### src/rtl/sign_op_sequencer.sv
// Sequenced signed 4-bit ALU: add/sub in one step, multiply and divide in
// four shift-add / restoring steps on operand magnitudes.
module sign_op_sequencer (
   input  logic       clk,
   input  logic       rst,
   input  logic       start,
   input  logic       d0,
   input  logic       d1,
   input  logic       d2,
   input  logic       d3,
   input  logic [3:0] a,
   input  logic [3:0] b,
   output logic [7:0] result,
   output logic       done,
   output logic       busy,
   output logic       err
);
   typedef enum logic [1:0] {IDLE = 2'd0, CALC = 2'd1, DONE = 2'd2} state_t;

   localparam logic [3:0] SEL_ADD = 4'b0001;
   localparam logic [3:0] SEL_SUB = 4'b0010;
   localparam logic [3:0] SEL_MUL = 4'b0100;
   localparam logic [3:0] SEL_DIV = 4'b1000;

   state_t     state;
   logic [2:0] cnt;
   logic [3:0] op_a;
   logic [3:0] op_b;
   logic [3:0] sel;
   logic [7:0] acc;
   logic [7:0] mcand;
   logic [3:0] mplier;
   logic [4:0] rem;
   logic [3:0] quo;

   logic [3:0] sel_in;
   logic [7:0] acc_next;
   logic [4:0] rem_shift;
   logic [4:0] rem_next;
   logic [3:0] quo_next;
   logic [3:0] divisor;
   logic [3:0] q_signed;
   logic [3:0] r_signed;
   logic [7:0] add_res;
   logic [7:0] sub_res;
   logic [7:0] mul_res;
   logic [7:0] div_res;
   logic       div_err;

   function automatic logic [3:0] mag4(input logic [3:0] v);
      return v[3] ? (4'd0 - v) : v;
   endfunction

   function automatic logic [7:0] sext8(input logic [3:0] v);
      return {{4{v[3]}}, v};
   endfunction

   // Next-step values for the iterative datapaths and final result formatting
   always_comb begin
      sel_in    = {d3, d2, d1, d0};
      divisor   = mag4(op_b);
      if (mplier[0]) begin
         acc_next = acc + mcand;
      end else begin
         acc_next = acc;
      end
      rem_shift = {rem[3:0], quo[3]};
      if (rem_shift >= {1'b0, divisor}) begin
         rem_next = rem_shift - {1'b0, divisor};
         quo_next = {quo[2:0], 1'b1};
      end else begin
         rem_next = rem_shift;
         quo_next = {quo[2:0], 1'b0};
      end
      add_res  = sext8(op_a) + sext8(op_b);
      sub_res  = sext8(op_a) - sext8(op_b);
      mul_res  = (op_a[3] ^ op_b[3]) ? (8'd0 - acc_next) : acc_next;
      q_signed = (op_a[3] ^ op_b[3]) ? (4'd0 - quo_next) : quo_next;
      r_signed = op_a[3] ? (4'd0 - rem_next[3:0]) : rem_next[3:0];
      // -8 / -1 would need a +8 quotient, which does not fit in 4 bits
      div_err  = (op_b == 4'd0) || ((op_a == 4'b1000) && (op_b == 4'b1111));
      div_res  = div_err ? 8'h00 : {r_signed, q_signed};
   end

   // Control FSM, step counter, iterative datapath registers and outputs
   always_ff @(posedge clk) begin
      if (rst) begin
         state  <= IDLE;
         cnt    <= 3'd0;
         op_a   <= 4'd0;
         op_b   <= 4'd0;
         sel    <= 4'd0;
         acc    <= 8'd0;
         mcand  <= 8'd0;
         mplier <= 4'd0;
         rem    <= 5'd0;
         quo    <= 4'd0;
         result <= 8'h00;
         done   <= 1'b0;
         busy   <= 1'b0;
         err    <= 1'b0;
      end else begin
         case (state)
            IDLE: begin
               done <= 1'b0;
               if (start) begin
                  op_a   <= a;
                  op_b   <= b;
                  sel    <= sel_in;
                  acc    <= 8'd0;
                  mcand  <= {4'd0, mag4(a)};
                  mplier <= mag4(b);
                  rem    <= 5'd0;
                  quo    <= mag4(a);
                  cnt    <= ((sel_in == SEL_MUL) || (sel_in == SEL_DIV)) ? 3'd4 : 3'd1;
                  state  <= CALC;
                  busy   <= 1'b1;
               end else begin
                  state  <= IDLE;
                  busy   <= 1'b0;
               end
            end
            CALC: begin
               acc    <= acc_next;
               mcand  <= {mcand[6:0], 1'b0};
               mplier <= {1'b0, mplier[3:1]};
               rem    <= rem_next;
               quo    <= quo_next;
               if (cnt == 3'd1) begin
                  cnt   <= 3'd0;
                  state <= DONE;
                  done  <= 1'b1;
                  case (sel)
                     SEL_ADD: begin result <= add_res; err <= 1'b0;    end
                     SEL_SUB: begin result <= sub_res; err <= 1'b0;    end
                     SEL_MUL: begin result <= mul_res; err <= 1'b0;    end
                     SEL_DIV: begin result <= div_res; err <= div_err; end
                     default: begin result <= 8'h00;   err <= 1'b1;    end
                  endcase
               end else begin
                  cnt <= cnt - 3'd1;
               end
            end
            DONE: begin
               state <= IDLE;
               done  <= 1'b0;
               busy  <= 1'b0;
            end
            default: begin
               state <= IDLE;
               done  <= 1'b0;
               busy  <= 1'b0;
            end
         endcase
      end
   end
endmodule
### config.mk
export PLATFORM = sky130hd
export DESIGN_NAME = sign_op_sequencer
export DESIGN_NICKNAME = d
export VERILOG_FILES = /design/src/rtl/sign_op_sequencer.sv
export SDC_FILE = /design/constraint.sdc
export NUM_CORES = 1
export LEC_CHECK = 0
export ABC_CLOCK_PERIOD_IN_PS = 3800
export CAP_MARGIN = 5
export CORE_ASPECT_RATIO = 1.75
export CORE_MARGIN = 4
export CORE_UTILIZATION = 59
export DETAILED_ROUTE_END_ITERATION = 16
export HOLD_SLACK_MARGIN = 0.06
export PLACE_DENSITY = 0.79
export SKIP_CTS_REPAIR_TIMING = 1
export SLEW_MARGIN = 0
export SYNTH_ARGS = -nofsm -noshare
export SYNTH_HDL_FRONTEND = slang
export SYNTH_SLANG_ARGS = --single-unit
### constraint.sdc
create_clock -name clk -period 3.8 [get_ports clk]
set_input_delay 0.38 -clock clk [delete_from_list [all_inputs] [get_ports clk]]
set_output_delay 0.38 -clock clk [all_outputs]
set_load 0.05 [all_outputs]
==> impl_results.md, run 1 <==
* Antenna violations before repair at 0
* Vias at 3342
* Worst path arrival time at 3.60 ns
* Port-buffer cells at 25
* Async SR Flop Fraction at 0
* Max cap viols at 0
* Fmax at 0.293 GHz
* Synth cell types at 70
* DR WL/cell at 16.7 um
* Core Area at 6180 um2
* Hold Path Class: reg2reg
* CP cell instances: inv_1 > ha_1 > nand2_1 > o21ai_0 > inv_1 > ha_1 > nor2b_1 > o31a_1 > or2_1 > inv_1 > ha_1 > nor2_1 > xor2_1 > a221oi_1 > a311oi_1
* Drt first pass iters at 4
* Top post-synthesis cells by area: dfxtp_1, ha_1, nand2_1
* Syn nets at 495
* Worst setup EP type: register
* CP startpoint kind: register
* Worst slew pin tran at 0.844 ns
* Nets@finish at 508
* CP max-delay cell: dfxtp_1
* Drt initial violations at 194
* Clk pin slew, worst setup/hold paths at 0.11 ns
* Die Ht at 113 um
* Top_reg_cell synth: dfxtp_1
* Seq/Total Area, Yosys at 0.299
* Vias per inst at 6.15
* Most common cell in the synthesized netlist: nand2_1
* Post-synth top cells: nand2_1, dfxtp_1, nor2_1
* GRT overflow at 0
* Starting density of the core at 0.606
* Ys Warns at 0
* Remaining DRCs at 0
* Clock Skews at 0.0120 ns
* Status: finished clean
* Final hold viol count at 0
* Post-Syn Instances at 449
* Area leader, netlist: dfxtp_1
* Clk sinks at 56
* Synth top area share at 0.299
* WP data required at 3.99 ns
* Post-synthesis cell area at 3740 um2
* Largest net degree at the start of global routing at 29
* Finished layout cell area at 4100 um2
* Share of layout cells above drive strength 1 at 0.0605
* Fin. max-slew vios at 0
* GRT Overall Usage at 0.258
* DP HPWL at 6990 um
* RSZ-0062 raised after global routing: false
* Mean area per synthesized cell at 8.34 um2
* Cell Rows at 38
* Area growth, synth to finish at 9.63%
* Num CTS Buffers at 5
* RD Place Congestion at 0.900
* Final setup TNS at 0 ns
* Worst-path maximum fanout at 11
* Clock buffer depth at 2
* Die area at 7730 um2
* Post-route ant nets at 0
* Vias in the first global route at 3280
* Slew HR at 0.436
* Setup violators final at 0
* LEAKAGE at 1.64 nW
* Slowest Stage Delay on Critical Path at 0.43 ns
* First-pass GRT wire length at 15500 um
* Post-synth EDFFs at 0
* Period utilization at 0.897
* Worst IR Drop VDD at 0.000340 V
* CTS tree: done
* Htree depth at 2
* # diodes at 0
* Post-DP Area at 4010 um2
* Die W at 68.2 um
* FF+latch count, synth at 56
* CP Class: reg2reg
* Hold WS at 0.450 ns
* Final WS setup at 0.391 ns
* Drt total wl at 9050 um
* Worst skew pair latency at 0.33 ns
* Post-layout minimum cycle time at 3.41 ns
* Pre-CTS WS at 0.432 ns
* Pwr Density at 378 nW/um2
* Root Driver: clkbuf_8
* Number of top-level pins at 26
* Final core occ at 0.664
## cell families after synthesis
family | count (synthesis) | share of synthesized area
adders and majority gates | 31 | 0.112
buffers and inverters | 50 | 0.0561
muxes | 8 | 0.0221
DFF | 56 | 0.299
AOI/OAI and AO/OA | 134 | 0.266
xor gates and xnor gates | 20 | 0.0468
and+or+nand+nor | 150 | 0.198
## final timing paths
check	startpoint	to	slack, ns	cells past startpoint
min reg2reg	mplier[1]	mplier[0]	0.45	2
max reg2reg	op_b[1]	result[2]	0.39	15
min	mplier[1]	mplier[0]	0.45	2
max	op_b[1]	result[2]	0.39	15
## area by class of cell
type                       instances  area (um2)
multi-input combinational        343        2410
timing repair buffer              27         265
inverter                          29         109
fill                             544        2080
clock inverter                     3        27.5
sequential                        56        1120
clock buffer                       5        68.8
tap                               80         100
## cell usage in the layout, fill, tap and decap left out, types with 4 or more instances in the layout
cell and n:
a21o_1 4, xnor2_1 14, inv_1 29, o21ai_0 19, xor2_1 6, clkbuf_8 5
nor3_1 4, a21oi_1 35, clkdlybuf4s50_1 25, dfxtp_1 56, a221oi_1 10, mux2i_1 6
nor2_1 36, nand2b_1 4, nand2_1 61, nor4b_1 4, a22o_1 8, a22oi_1 9
fa_1 4, o21a_1 6, nand4_1 4, nand3_1 4, ha_1 27, nor2b_1 7
## metal layers
| metal | global-route usage | share of wire | vias to the layer above |
|---|---|---|---|
| met1 | 0.294 | 0.39 | 1585 |
| met4 | 0.118 | 0.037 | 0 |
| met5 | 0 | 0 | - |
| li1 | - | - | 1634 |
| met2 | 0.455 | 0.54 | 96 |
| met3 | 0.0374 | 0.040 | 27 |
## report_power, final
group | switching (W) | total, W | internal, W
Sequential | 0.0000556 | 0.000685 | 0.000629
Clock | 0.000220 | 0.000355 | 0.000136
Combinational | 0.000306 | 0.000509 | 0.000204
## per-stage QoR
| step | instances | total power (W) |
|---|---|---|
| after detailed placement | 535 | 0.00120 |
| after floorplan | 449 | 0.00108 |
| after global placement | 535 | 0.00118 |
| after global routing | 543 | 0.00164 |
| after CTS | 543 | 0.00155 |
| final | 543 | 0.00155 |
## critical path: cells and delay by family, from the launching register on
family | cells | cell delay, ns
AO/OA/AOI/OAI | 4 | 0.91
XOR/XNOR | 1 | 0.16
adder cells (fa/ha/maj) | 3 | 0.76
buffers and inverters | 3 | 0.40
flip-flops | 1 | 0.43
AND/OR/NAND/NOR | 4 | 0.62
## sequential cells by signal, indices dropped and copies added, names as in the netlist
name,cells
quo,4
sel,4
mplier,4
rem,4
done,1
state,2
result,8
err,1
mcand,8
busy,1
op_b,4
op_a,4
acc,8
cnt,3
(Power assumes the default switching activity.)
==> run 2, diff against run 1 <==
--- a/config.mk
+++ b/config.mk
@@ -10,9 +10,11 @@
 export CORE_ASPECT_RATIO = 1.75
 export CORE_MARGIN = 4
 export CORE_UTILIZATION = 59
+export CTS_BUF_LIST = sky130_fd_sc_hd__clkbuf_16
 export DETAILED_ROUTE_END_ITERATION = 16
 export HOLD_SLACK_MARGIN = 0.06
 export PLACE_DENSITY = 0.79
+export RECOVER_POWER = 100
 export SKIP_CTS_REPAIR_TIMING = 1
 export SLEW_MARGIN = 0
 export SYNTH_ARGS = -nofsm -noshare
==> run 2 against run 1 <==
Compared with the run above: design area grew 1.4%; largest cell class unchanged; global-route usage grew 0.24 points; maximum frequency shrank 0.20%; via count shrank 0.36%; clock skew shrank 0.0044 ns; clock power grew 37%; die area is the same; largest power group unchanged.
==> impl_results.md, run 2 (synthesis gave the netlist of run 1 again) <==
* Biggest regs: acc (8), mcand (8), result (8)
* Drt first pass iters at 4
* Antenna violations before repair at 0
* Slowest Stage Delay on Critical Path at 0.42 ns
* GRT busiest layer: met2
* Core Area at 6180 um2
* Nets@finish at 508
* Most common cell after layout, fill and taps aside: nand2_1
* Status: finished clean
* Vias at 3330
* Grt met1 use at 0.291
* # diodes at 0
* Remaining DRCs at 0
* Worst skew pair latency at 0.31 ns
* Worst IR Drop VDD at 0.000334 V
* Top delay family on crit path: compound AO/OA/AOI/OAI gates
* Drt initial violations at 190
* Number of top-level pins at 26
* Fin. max-slew vios at 0
* Hold WS at 0.450 ns
* Fmax at 0.293 GHz
* Die area at 7730 um2
* CP cell instances: inv_1 > ha_1 > nand2_1 > o21ai_0 > inv_1 > ha_1 > nor2b_1 > o31a_1 > or2_1 > inv_1 > ha_1 > nor2_1 > xor2_1 > a221oi_1 > a311oi_1
* Final hold viol count at 0
* Clk sinks at 56
* Share of layout cells above drive strength 1 at 0.0605
* Final core occ at 0.673
* LEAKAGE at 1.69 nW
* Root Driver: clkbuf_16
* Setup violators final at 0
* Clk pin slew, worst setup/hold paths at 0.08 ns
* Most frequent cells in the layout: nand2_1, dfxtp_1, nor2_1
* CTS tree: done
* Worst slew pin tran at 0.836 ns
* CP Depth at 15
* R2R setup slack at 0.38 ns
* Clock Skews at 0.00760 ns
* Post-layout minimum cycle time at 3.42 ns
* R2R cell count at 15
* Vias per inst at 6.13
* Max cap viols at 0
* Die W at 68.2 um
* Hold Path Class: reg2reg
* Worst setup EP type: register
* Pwr Density at 404 nW/um2
* GRT overflow at 0
* Htree depth at 2
* Min-Delay Path Depth at 2
* DP HPWL at 6990 um
* CP Class: reg2reg
* First-pass GRT wire length at 15400 um
* Worst-path maximum fanout at 11
* RD Place Congestion at 0.900
* WP data required at 3.97 ns
* Num CTS Buffers at 5
* Worst path arrival time at 3.58 ns
* Largest net degree at the start of global routing at 29
* GRT Overall Usage at 0.260
* Vias in the first global route at 3282
* Cell Rows at 38
* DR WL/cell at 16.8 um
* Design Power at 0.00168 W
* CP max-delay cell: dfxtp_1
* Final setup TNS at 0 ns
* Area growth, synth to finish at 11.1%
* Drt total wl at 9130 um
* Port-buffer cells at 25
* Slew HR at 0.442
* Met3 usage at 0.0424
* Sum of buffers and inverters on the critical path at 3
* CP startpoint kind: register
* Clock buffer depth at 2
* RSZ-0062 raised after global routing: false
* Met2 Usage GRT at 0.459
* Starting density of the core at 0.606
* Die Ht at 113 um
* Post-route ant nets at 0
* Period utilization at 0.899
[run 2: changes by cell type in the layout (fill, tap and decap cells not counted), moves of 5 or more]
cell             change
clkbuf_16            +5
dlygate4sd3_1       +13
clkbuf_8             -5
clkdlybuf4s50_1     -13
[run 2: worst min-delay path, cell delays in order, from the launching register on]
cell     delay [ns]
dfxtp_1        0.31
nand2_1        0.06
nand2_1        0.04
[run 2: path summary, 6_finish.rpt]
check | startpoint | endpoint
worst min-delay path | mplier[1] | mplier[0]
worst min register to register | mplier[1] | mplier[0]
worst max-delay path | op_b[1] | result[2]
worst max register to register | op_b[1] | result[2]
[run 2: cell type report]
type	count	area (um2)
multi-input cells	343	2410
flip-flops and latches	56	1120
clock buffers	5	125
inverters	29	109
fillers	536	2020
clock inverters	3	27.5
repair buffers	27	265
well taps	80	100
[run 2: through the flow]
step | instance area (um2) | setup slack (ns) | instances
detailed placement | 4010 | 0.432 | 535
CTS | 4160 | 0.418 | 543
global placement | 4010 | 0.562 | 535
floorplan | 3740 | 0.898 | 449
global route | 4160 | 0.0557 | 543
finish | 4160 | 0.384 | 543
[run 2: layer usage]
metal  vias to the layer above  share of wire
met5                         -              0
met4                         0          0.032
met3                        22          0.037
met2                        82           0.54
met1                      1589           0.39
li1                       1637              -
[run 2: where the power goes]
part	total (W)	switching (W)	internal [W]
registers	0.000685	0.0000560	0.000629
logic	0.000508	0.000307	0.000201
clock network	0.000487	0.000236	0.000251
total	0.00168	0.000599	0.00108
==> run 3, diff against run 2 <==
--- a/config.mk
+++ b/config.mk
@@ -13,10 +13,11 @@
 export CTS_BUF_LIST = sky130_fd_sc_hd__clkbuf_16
 export DETAILED_ROUTE_END_ITERATION = 16
 export HOLD_SLACK_MARGIN = 0.06
-export PLACE_DENSITY = 0.79
+export PLACE_DENSITY = 0.8
 export RECOVER_POWER = 100
+export REMOVE_ABC_BUFFERS = 1
 export SKIP_CTS_REPAIR_TIMING = 1
-export SLEW_MARGIN = 0
+export SLEW_MARGIN = 20
 export SYNTH_ARGS = -nofsm -noshare
 export SYNTH_HDL_FRONTEND = slang
 export SYNTH_SLANG_ARGS = --single-unit
==> run 3 against run 2 <==
Compared with the run above: critical endpoint unchanged; largest cell class unchanged; critical path type unchanged; global-route usage is 0.56 points lower; core utilization down 0.79 points; hold slack improved by 0.0015 ns; first-iteration DRC count down 19%; total power shrank 2.5%; non-clock buffer count stayed put; via count is 1.9% lower; clock skew fell by 0.00080 ns.
==> impl_results.md, run 3 (synthesis gave the netlist of run 1 again) <==
* Die W at 68.2 um
* Post-layout minimum cycle time at 3.38 ns
* Post-DP Area at 4010 um2
* Top delay family on crit path: compound AO/OA/AOI/OAI gates
* Final hold viol count at 0
* DR WL/cell at 16.5 um
* Slew HR at 0.0957
* Fill count at 561
* Drt initial violations at 153
* Met3 usage at 0.0365
* RSZ-0062 raised after global routing: false
* Die area at 7730 um2
* Port-buffer cells at 25
* Number of top-level pins at 26
* Final core occ at 0.665
* Hold Path Class: reg2reg
* Clock buffer depth at 2
* CP max-delay cell: dfxtp_1
* Core Area at 6180 um2
* Largest net degree at the start of global routing at 32
* Pwr Density at 398 nW/um2
* CP startpoint: op_b[1]
* CP Class: reg2reg
* Clk sinks at 56
* Cell Rows at 38
* Num CTS Buffers at 5
* Vias per inst at 6.03
* Fin. max-slew vios at 0
* Setup violators final at 0
* Drt first pass iters at 4
* Most common cell after layout, fill and taps aside: nand2_1
* Worst-path maximum fanout at 11
* Remaining DRCs at 0
* Die Ht at 113 um
* Final setup TNS at 0 ns
* Period utilization at 0.891
* WP data required at 3.92 ns
* Post-route ant nets at 0
* Root Driver: clkbuf_16
* Finished layout cell area at 4110 um2
* Max cap viols at 0
* First-pass GRT wire length at 15300 um
* Worst slew pin tran at 1.36 ns
* Hold Path Origin: mplier[1]
* Grt met1 use at 0.285
* Vias at 3266
* Drt total wl at 8920 um
* Starting density of the core at 0.606
* Area growth, synth to finish at 9.83%
* CP startpoint kind: register
* Htree depth at 2
* Clock Skews at 0.00679 ns
* Most frequent cells in the layout: nand2_1, dfxtp_1, nor2_1
* Clk pin slew, worst setup/hold paths at 0.07 ns
* Status: finished clean
* Vias in the first global route at 3359
* # diodes at 0
* GRT Overall Usage at 0.255
* Worst path arrival time at 3.50 ns
* LEAKAGE at 1.67 nW
* Design Power at 0.00164 W
* Biggest regs: acc (8), mcand (8), result (8)
* CP cell instances: inv_1 > ha_1 > nand2_1 > o21ai_0 > inv_1 > ha_1 > nor2b_1 > o31a_1 > or2_1 > inv_1 > ha_1 > nor2_1 > xor2_1 > a221oi_1 > a311oi_1
* GRT busiest layer: met2
* Finished Layout Cells at 542
* Nets@finish at 508
* RD Place Congestion at 0.894
* Worst IR Drop VDD at 0.000332 V
* Share of layout cells above drive strength 1 at 0.0476
* DP Cell Count at 535
* Antenna violations before repair at 0
* Slowest Stage Delay on Critical Path at 0.42 ns
* Worst skew pair latency at 0.30 ns
* GRT overflow at 0
* DP HPWL at 6930 um
* Reg2Reg Launch Point: op_b[1]
* Worst setup EP type: register
* CTS tree: done
* Sum of buffers and inverters on the critical path at 3
* Fmax at 0.295 GHz
* Met2 Usage GRT at 0.461
run 3: changes by cell type in the layout (fill, tap and decap cells not counted), sizes merged:
cell,before,now
buf,2,1
clkinvlp,1,0
clkinv,1,2
clkbuf,5,6
inv,30,29
run 3: worst reg2reg max path: stages (launching register included):
cell and delay, ns:
dfxtp_1 0.42, inv_1 0.14, ha_1 0.30, nand2_1 0.04, o21ai_0 0.14, inv_1 0.08
ha_1 0.29, nor2b_1 0.15, o31a_1 0.31, or2_1 0.37, inv_1 0.17, ha_1 0.18
nor2_1 0.05, xor2_1 0.16, a221oi_1 0.29, a311oi_1 0.12
run 3: path summary, 6_finish.rpt:
path                             endpoint  slack (ns)  cells past startpoint
worst max-delay path            result[2]        0.42                     15
worst min register to register  mplier[0]        0.45                      2
worst max register to register  result[2]        0.42                     15
worst min-delay path            mplier[0]        0.45                      2
run 3: metrics by stage:
step	hold WS (ns)	setup WS, ns
final	0.451	0.415
after global routing	0.467	0.0487
after CTS	0.450	0.439
after detailed placement	0.440	0.473
after global placement	0.428	0.569
after floorplan	0.416	0.756
run 3: where the power goes:
| part | switching, W | leakage (nW) | internal (W) |
|---|---|---|---|
| combinational | 0.000303 | 1.15 | 0.000199 |
| sequential | 0.0000539 | 0.457 | 0.000630 |
| clock | 0.000211 | 0.0673 | 0.000240 |
| total | 0.000568 | 1.67 | 0.00107 |
run 3: area by class of cell:
cell class,instances,area [um2],share of cell area
well taps,80,100,0.0243
repair buffers,27,262,0.0636
clock buffers,5,125,0.0304
multi-input cells,343,2380,0.579
clock inverters,2,12.5,0.00304
inverters,29,109,0.0265
flip-flops and latches,56,1120,0.273
run 3: layer usage:
layer / wire length [um] / share of wire
met1: 3540 / 0.40
met2: 4820 / 0.54
met3: 258 / 0.029
met4: 299 / 0.034
met5: 0 / 0
